File: config.mk
export PLATFORM = sky130hd
export DESIGN_NAME = scan_sequencer
export DESIGN_NICKNAME = d
export VERILOG_FILES = /design/src/rtl/scan_pkg.sv /design/src/rtl/tick_gen.sv /design/src/rtl/scan_sequencer.sv
export SDC_FILE = /design/constraint.sdc
export NUM_CORES = 1
export LEC_CHECK = 0
export ABC_AREA = 0
export CAP_MARGIN = 30
export CELL_PAD_IN_SITES_DETAIL_PLACEMENT = 0
export CELL_PAD_IN_SITES_GLOBAL_PLACEMENT = 1
export CORE_ASPECT_RATIO = 1.2
export CORE_MARGIN = 1.5
export CORE_UTILIZATION = 34
export DETAILED_ROUTE_END_ITERATION = 10
export PLACE_DENSITY_LB_ADDON = 0.1
export SYNTH_ARGS = -nofsm -noshare
export SYNTH_HDL_FRONTEND = slang
export SYNTH_SLANG_ARGS = --single-unit
File: constraint.sdc
create_clock -name clk -period 1.8 [get_ports clk]
set_clock_uncertainty 0.2 [all_clocks]
set_input_delay 0.27 -clock clk [delete_from_list [all_inputs] [get_ports clk]]
set_output_delay 0.27 -clock clk [all_outputs]
set_load 0.01 [all_outputs]
File: src/rtl/scan_pkg.sv
// Shared constants and types for the LED/digit scan sequencer.
package scan_pkg;

  localparam logic [1:0] MODE_UP   = 2'b00;
  localparam logic [1:0] MODE_DN   = 2'b01;
  localparam logic [1:0] MODE_PP   = 2'b10;
  localparam logic [1:0] MODE_HOLD = 2'b11;

  localparam logic [2:0] SEL_MAX = 3'd7;

  typedef enum logic {
    ST_UP = 1'b0,
    ST_DN = 1'b1
  } pp_state_t;

  function automatic logic at_end(input logic [2:0] pos);
    return (pos == 3'd0) || (pos == SEL_MAX);
  endfunction

endpackage

File: src/rtl/tick_gen.sv
// Prescaler: raises step for one cycle every PRESCALE enabled cycles; clr restarts the count.
module tick_gen #(
  parameter int PRESCALE = 4
) (
  input  logic clk,
  input  logic rst_n,
  input  logic en,
  input  logic clr,
  output logic step
);

  localparam int CW = (PRESCALE > 1) ? $clog2(PRESCALE) : 1;
  localparam logic [CW-1:0] LAST = CW'(PRESCALE - 1);

  logic [CW-1:0] pre_cnt_r;

  assign step = en && (pre_cnt_r == LAST);

  // Prescale counter: wraps on the step cycle, holds while disabled.
  always_ff @(posedge clk or negedge rst_n) begin
    if (!rst_n) begin
      pre_cnt_r <= CW'(0);
    end else if (clr) begin
      pre_cnt_r <= CW'(0);
    end else if (step) begin
      pre_cnt_r <= CW'(0);
    end else if (en) begin
      pre_cnt_r <= pre_cnt_r + CW'(1);
    end else begin
      pre_cnt_r <= pre_cnt_r;
    end
  end

endmodule

File: src/rtl/scan_sequencer.sv
// Registered 3-bit scan select generator (up/down/ping-pong/hold + load).
// Optional decoder blanking strobe enabled by defining SCAN_BLANK_EN.
module scan_sequencer
  import scan_pkg::*;
#(
  parameter int SIZE_SEL = 3,
  parameter int PRESCALE = 4
) (
  input  logic                clk,
  input  logic                rst_n,
  input  logic                en,
  input  logic [1:0]          mode,
  input  logic                load,
  input  logic [SIZE_SEL-1:0] load_val,
  output logic [SIZE_SEL-1:0] sel,
  output logic                tick,
  output logic                wrap,
  output logic                blank
);

  logic                step_s;
  logic [SIZE_SEL-1:0] sel_r;
  logic [SIZE_SEL-1:0] sel_nxt_s;
  logic [SIZE_SEL-1:0] pp_sel_s;
  logic                pp_up_s;
  logic                tick_r;
  logic                wrap_r;
  logic                tick_nxt_s;
  logic                wrap_nxt_s;
  pp_state_t           st_r;
  pp_state_t           st_nxt_s;

  tick_gen #(
    .PRESCALE(PRESCALE)
  ) u_tick_gen (
    .clk  (clk),
    .rst_n(rst_n),
    .en   (en),
    .clr  (load),
    .step (step_s)
  );

  // An UP state parked at 7 or a DN state parked at 0 turns around instead of wrapping.
  assign pp_up_s  = ((st_r == ST_UP) && (sel_r != SEL_MAX)) ||
                    ((st_r == ST_DN) && (sel_r == 3'd0));
  assign pp_sel_s = pp_up_s ? (sel_r + 3'd1) : (sel_r - 3'd1);

  // Ping-pong state register.
  always_ff @(posedge clk or negedge rst_n) begin
    if (!rst_n) begin
      st_r <= ST_UP;
    end else begin
      st_r <= st_nxt_s;
    end
  end

  // Ping-pong next state: loads and ping-pong steps only; other modes keep it.
  always_comb begin
    st_nxt_s = st_r;
    if (load) begin
      st_nxt_s = (load_val == SEL_MAX) ? ST_DN : ST_UP;
    end else if (step_s && (mode == MODE_PP)) begin
      if (pp_sel_s == SEL_MAX) begin
        st_nxt_s = ST_DN;
      end else if (pp_sel_s == 3'd0) begin
        st_nxt_s = ST_UP;
      end else begin
        st_nxt_s = pp_up_s ? ST_UP : ST_DN;
      end
    end else begin
      st_nxt_s = st_r;
    end
  end

  // Next position and pulse values.
  always_comb begin
    sel_nxt_s  = sel_r;
    tick_nxt_s = 1'b0;
    wrap_nxt_s = 1'b0;
    if (load) begin
      sel_nxt_s = load_val;
    end else if (step_s) begin
      case (mode)
        MODE_UP: begin
          sel_nxt_s  = sel_r + 3'd1;
          tick_nxt_s = 1'b1;
          wrap_nxt_s = (sel_r == SEL_MAX);
        end
        MODE_DN: begin
          sel_nxt_s  = sel_r - 3'd1;
          tick_nxt_s = 1'b1;
          wrap_nxt_s = (sel_r == 3'd0);
        end
        MODE_PP: begin
          sel_nxt_s  = pp_sel_s;
          tick_nxt_s = 1'b1;
          wrap_nxt_s = at_end(pp_sel_s);
        end
        MODE_HOLD: begin
          sel_nxt_s = sel_r;
        end
        default: begin
          sel_nxt_s = sel_r;
        end
      endcase
    end else begin
      sel_nxt_s = sel_r;
    end
  end

  // Position and pulse registers.
  always_ff @(posedge clk or negedge rst_n) begin
    if (!rst_n) begin
      sel_r  <= 3'd0;
      tick_r <= 1'b0;
      wrap_r <= 1'b0;
    end else begin
      sel_r  <= sel_nxt_s;
      tick_r <= tick_nxt_s;
      wrap_r <= wrap_nxt_s;
    end
  end

  assign sel  = sel_r;
  assign tick = tick_r;
  assign wrap = wrap_r;

`ifdef SCAN_BLANK_EN
  logic blank_r;

  // Blank on every position update, including loads of the current value.
  always_ff @(posedge clk or negedge rst_n) begin
    if (!rst_n) begin
      blank_r <= 1'b0;
    end else begin
      blank_r <= tick_nxt_s | load;
    end
  end

  assign blank = blank_r;
`else
  assign blank = 1'b0;
`endif

endmodule

# After elaboration in Yosys (flattened, before gate mapping)
# Cells that the tools add are included.
# Widths: inputs -> output; s select.
totals:
  register_bits: 8
  in_bits: 9
  word_cells: 51
op_classes:
  addsub: 3
  eq_ne: 9
  muxes: 19
  bitwise_logic: 1
  reduce_logical: 14
ops:
  columns: ["cell", "count"]
  rows:
  - ["$mux 1", 11]
  - ["$eq 3x3->1 const B", 3]
  - ["$mux 3", 3]
  - ["$pmux 3 s3", 1]
  - ["$eq 2x2->1 const B", 3]
  - ["$logic_not 3->1", 2]
  - ["$mux 2", 3]
  - ["$logic_and 1x1->1", 4]
  - ["$reduce_bool 2->1", 2]
  - ["$add 3x1->3 const B", 1]
  - ["$ne 3x3->1 const B", 1]
  - ["$pmux 1 s3", 1]
  - ["$reduce_bool 3->1", 1]
  - ["$reduce_or 3->1", 1]
  - ["$sub 3x1->3 const B", 1]
  - ["$add 2x1->2 const B", 1]
  - ["$eq 2x1->1 const B", 1]
  - ["$logic_not 2->1", 1]
  - ["$logic_or 1x1->1", 2]
  - ["$ne 2x2->1 const B", 1]
  - ["$reduce_and 2->1", 1]
  - ["$not 1->1", 1]

# Longest topological paths before layout
logic_depth:
  depth_word: 9
  depth_mapped: 6

# Modules after synthesis
# From an unflattened synthesis, not the netlist that was laid out.
hier_totals:
  cells_unflattened: 87
  area_unflattened_um2: 754.5
modules_own_cells:
  columns: ["mod", "instances", "cells_per_inst", "area_per_inst_um2", "seq_area_each_um2"]
  rows:
  - ["scan_sequencer", 1, 78, 641.9, 150.1]
  - ["tick_gen", 1, 9, 112.6, 50.0]

# Least setup slack after synthesis
# Ideal clock, no wire load.
synth_path:
  kind: "register to register"
  startpoint: "register sel_r[0] (netlist: sel[0])"
  endpoint: "register st_r"
  arrival_time_ps: 1738
  path_slack_ps: -263
  path_stages_with_launch: 7
  n_path_buf: 0
  period_less_slack_ps: 2063
  path_cell_list: "dfrtp_1 > ha_1 > ha_1 > mux2i_1 > o2111a_1 > nor2_1 > o311a_1"
synth_between:
  elab_chain_cells: 9
  word_cells_on_any_way: 15
  classes_between: "add/sub: 2; eq/ne: 2; mux: 6; reduce/logical: 5"
synth_rtl:
  columns: ["element", "line_no", "source"]
  rows:
  - ["start: declaration", "scan_sequencer.sv:22", "logic [SIZE_SEL-1:0] sel_r;"]
  - ["start signal: assignment", "scan_sequencer.sv:118", "sel_r <= sel_nxt_s;"]
  - ["parallel branches: the longest is 6 deep, another holds $sub 3x1->3", null, null]
  - ["$mux 1 (*)", "scan_sequencer.sv:63", "if (pp_sel_s == SEL_MAX) begin"]
  - ["$mux 1 (*)", "scan_sequencer.sv:62", "end else if (step_s && (mode == MODE_PP)) begin"]
  - ["$mux 1 (*)", "scan_sequencer.sv:60", "if (load) begin"]
  - ["end signal: assignment", "scan_sequencer.sv:53", "st_r <= st_nxt_s;"]
  - ["end: declaration", "scan_sequencer.sv:30", "pp_state_t st_r;"]
# Mark *: on every way between the ends. The select of a mux whose other input is x is not followed.
# A chain may end at the register's enable or synchronous reset.

# Worst setup path after layout
layout_path:
  startpoint: "register sel_r[0] (netlist: sel[0])"
  endpoint: "register wrap_r (netlist: wrap)"
layout_between:
  elab_chain_cells: 9
  word_cells_on_any_way: 15
  classes_between: "add/sub: 2; eq/ne: 3; mux: 4; reduce/logical: 6"
layout_rtl:
  columns: ["element", "line_no", "source"]
  rows:
  - ["parallel branches: the longest is 6 deep, another holds $sub 3x1->3", null, null]
  - ["$pmux 1 s3 (*)", "scan_sequencer.sv:83", "case (mode)"]
  - ["$mux 1 (*)", "scan_sequencer.sv:82", "end else if (step_s) begin"]
  - ["$mux 1 (*)", "scan_sequencer.sv:80", "if (load) begin"]
  - ["named net wrap_nxt_s", "scan_sequencer.sv:29", "logic wrap_nxt_s;"]
  - ["end signal: assignment", "scan_sequencer.sv:120", "wrap_r <= wrap_nxt_s;"]
  - ["end: declaration", "scan_sequencer.sv:27", "logic wrap_r;"]
# Mark *: on every way through the listed nets, which the timed path passes.

==> flow_metrics.tcl <==
set metrics [dict create \
    synth_area_leaders "sky130_fd_sc_hd__dfrtp_1 26%, sky130_fd_sc_hd__ha_1 18%, sky130_fd_sc_hd__o21ai_0 5.2%" \
    remaining_drc_errors 0 \
    rsz0062_at_grt "yes" \
    vias_per_cell 5.168 \
    clk_path_buf_depth 2 \
    cts_num_sinks 8 \
    critical_path_peak_fanout 4 \
    static_leakage_nw 0.5378 \
    cp.arrival_ns 1.94 \
    cts_buffers 3 \
    starting_density 0.3656 \
    r2r_cells 6 \
    cts_hold_buffers 0 \
    antenna_diode_count 0 \
    drt-wirelength-per-cell_um 13.35 \
    vias 801 \
    top_ports 15 \
    achievable-frequency_ghz 0.5161 \
    die_width_um 46.32 \
    setup.worst_path.class "flop to flop" \
    drv.max_cap_violation_count 0 \
    drt_pre_antenna_iters 4 \
    drv_slew 0 \
    number_of_instances_in_the_placed_design 150 \
    worst_setup_path_start_kind "flop" \
    clk_latency_ns 0.25 \
    drtAntennaViolNets 0 \
    category_of_the_worst_setup_path_capture_point "flop" \
    design.die.area_mm2 0.002547 \
    finalWorstSetupSlack_ns -0.1376 \
    yosys_register_bits 8 \
    worst_ir_drop_vdd_mv 0.4485 \
    r2r_slack_ns -0.14 \
    cts_root_buf "sky130_fd_sc_hd__clkbuf_4" \
    tritoncts_clock_tree "built" \
    timing.final.hold_violations 0 \
    detail_route.iter0.violations 11 \
    cts-htree-levels 1 \
    timing.hold.ws_ns 0.1009 \
    cp_data_required_time_ns 1.80 \
    grt_pass1_wl_mm 3.422 \
    cell_with_the_most_instances_after_synthesis "sky130_fd_sc_hd__ha_1" \
    antenna_found_initial 0 \
    grt_start_max_net_pins 12 \
    edff_count_synth 0 \
    final_cell_count_no_fill 155 \
    post-dp-hpwl_mm 1.710 \
    yosys.cell_types.count 39 \
    finalWeightedCongestion 0.8125 \
    routed_wl_mm 2.069 \
    yosysTopAreaCellShare 0.2614 \
    postPlaceCellArea_mm2 0.001132 \
    syn-instance-count 86 \
    final_period_utilization 1.076 \
    final_area_mm2 0.001229 \
    fin_crit_ns 1.938 \
    synth_ff_type "sky130_fd_sc_hd__dfrtp_1" \
    grt_pass1_vias 766 \
    totalPowerFinal_w 0.0006678 \
    synth.avg_cell_area_um2 8.904 \
    layout.filler_cells 201 \
    timing.rr.end "wrap" \
    final_core_util 0.5866 \
    seqCellArea_um2 202.7 \
    numnets_final 147 \
    timing.hold.worst.class "input port to asynchronous set/reset pin" \
    floorplan.rows 18 \
    port-buffer-count 13 \
    fp.dieH_um 54.99 \
    critical_path.reg2reg.startpoint "sel[0]" \
    crit_start "sel[0]" \
    post_synth_most_frequent_cells "11 x sky130_fd_sc_hd__ha_1, 8 x sky130_fd_sc_hd__dfrtp_1, 8 x sky130_fd_sc_hd__o21ai_0, 7 x sky130_fd_sc_hd__inv_1, 7 x sky130_fd_sc_hd__nor2_1" \
    synth_warnings 0 \
    gr-usage-all-layers 0.1956 \
    total_area_of_multi_input_combinational_cells_um2 610.6 \
    yosys.area.top_type "sky130_fd_sc_hd__dfrtp_1" \
    outcome "finished with violations" \
    setup_viol 3 \
    asyncSetResetFlopFracSynth 1.000 \
    violations "negative setup slack" \
    power.density_cell_area_mw_per_mm2 543.5 \
    global_route.overflow_total 0 \
    final_layout_size_suffix_gt1_frac 0.3920 \
    clkTransAtPathRegs_ns 0.06 \
    worst_setup_path_endpoint "wrap" \
    floorplan.core_area_mm2 0.002095 \
    postSynthNetCount 106 \
    syn_to_final_growth_pct 60.46 \
    syn-cell-area_um2 765.7 \
    ys_seq_area_frac 0.2614 \
]
==> worst min-delay path by stage <==
stage	from	to	slack, ns	cells past startpoint
global placement	u_tick_gen.pre_cnt_r[1]	u_tick_gen.pre_cnt_r[1]	0.32	2
global route	rst_n	sel[2]	0.13	1
CTS	rst_n	sel[2]	0.11	1
finish	rst_n	sel[2]	0.10	1
floorplan	rst_n	sel[0]	-0.23	0
detailed placement	u_tick_gen.pre_cnt_r[1]	u_tick_gen.pre_cnt_r[1]	0.35	2
==> kinds of logic (layout without fill, tap and decap cells) <==
logic type / count (synthesis) / count (layout) / synth area share
and+or+nand+nor: 29 / 29 / 0.2321
AOI/OAI and AO/OA: 24 / 24 / 0.2222
adders and majority gates: 11 / 11 / 0.1797
buffers and inverters: 10 / 49 / 0.06373
DFF: 8 / 8 / 0.2614
xor gates and xnor gates: 2 / 2 / 0.02288
other: 1 / 1 / 0.004897
muxes: 1 / 1 / 0.01307
==> critical path, stage by stage, from the launching register on <==
cell and delay [ns]:
sky130_fd_sc_hd__dfrtp_2 0.44, sky130_fd_sc_hd__ha_4 0.18, sky130_fd_sc_hd__ha_4 0.23, sky130_fd_sc_hd__buf_6 0.12
sky130_fd_sc_hd__or3_4 0.34, sky130_fd_sc_hd__a211oi_1 0.23, sky130_fd_sc_hd__a211o_1 0.14
==> registers in the layout, summed over array words and instances, names as in the netlist <==
| register | cells |
|---|---|
| wrap | 1 |
| u_tick_gen.pre_cnt_r | 2 |
| tick | 1 |
| sel | 3 |
| st_r | 1 |
==> power by group <==
| group | switching, W | internal, W | leakage [nW] | total (W) |
|---|---|---|---|---|
| logic | 0.000136 | 0.000184 | 0.422 | 0.000319 |
| clock network | 0.0000637 | 0.0000765 | 0.0138 | 0.000140 |
| registers | 0.0000168 | 0.000192 | 0.102 | 0.000208 |
| total | 0.000216 | 0.000452 | 0.538 | 0.000668 |
==> timing repair <==
| action | 4_1_cts | 5_1_grt |
|---|---|---|
| gates resized for setup | 11 | 2 |
| setup buffers | 2 | 0 |
| pin swaps | 6 | 0 |
| setup endpoints to repair | 4 | 5 |
| gates cloned | 0 | 0 |
==> final cells by class <==
class,instances,area share
Timing Repair Buffer,39,0.2678
Inverter,7,0.02138
Tap cell,30,0.03055
Clock buffer,3,0.01833
Multi-Input combinational cell,68,0.4969
Sequential cell,8,0.1650
==> placed cells by master (no fill, tap or decap), types with 2 or more instances in the layout <==
master                            synthesis  routed
sky130_fd_sc_hd__a22oi_1                  2       2
sky130_fd_sc_hd__ha_4                     0       4
sky130_fd_sc_hd__o21ai_0                  8       6
sky130_fd_sc_hd__inv_2                    0       2
sky130_fd_sc_hd__dfrtp_1                  8       6
sky130_fd_sc_hd__clkdlybuf4s50_1          0      13
sky130_fd_sc_hd__o21ai_1                  0       2
sky130_fd_sc_hd__buf_4                    1      25
sky130_fd_sc_hd__clkbuf_4                 0       3
sky130_fd_sc_hd__a21oi_1                  3       3
sky130_fd_sc_hd__inv_1                    7       5
sky130_fd_sc_hd__nand2_1                  3       3
sky130_fd_sc_hd__dfrtp_2                  0       2
sky130_fd_sc_hd__ha_1                    11       6
sky130_fd_sc_hd__or3b_4                   0       2
sky130_fd_sc_hd__nor3_1                   2       2
sky130_fd_sc_hd__nor2_1                   7       6
sky130_fd_sc_hd__nand3_1                  3       3
sky130_fd_sc_hd__xnor2_1                  2       2
==> routing by layer <==
layer,vias to the layer above,track usage,part of all wire
met5,-,0,0
met1,373,0.2147,0.40
met4,0,0.1143,0.040
met3,8,0.02922,0.035
met2,26,0.3495,0.53
li1,394,-,-
==> through the flow <==
step,TNS (ns),worst slack (ns)
floorplan,-0.1781,-0.09578
global route,-0.5397,-0.1779
detailed placement,-0.9988,-0.2474
global placement,-1.081,-0.2555
CTS,-0.3783,-0.1372
finish,-0.3701,-0.1376
Power figures use the tool's default switching activity.
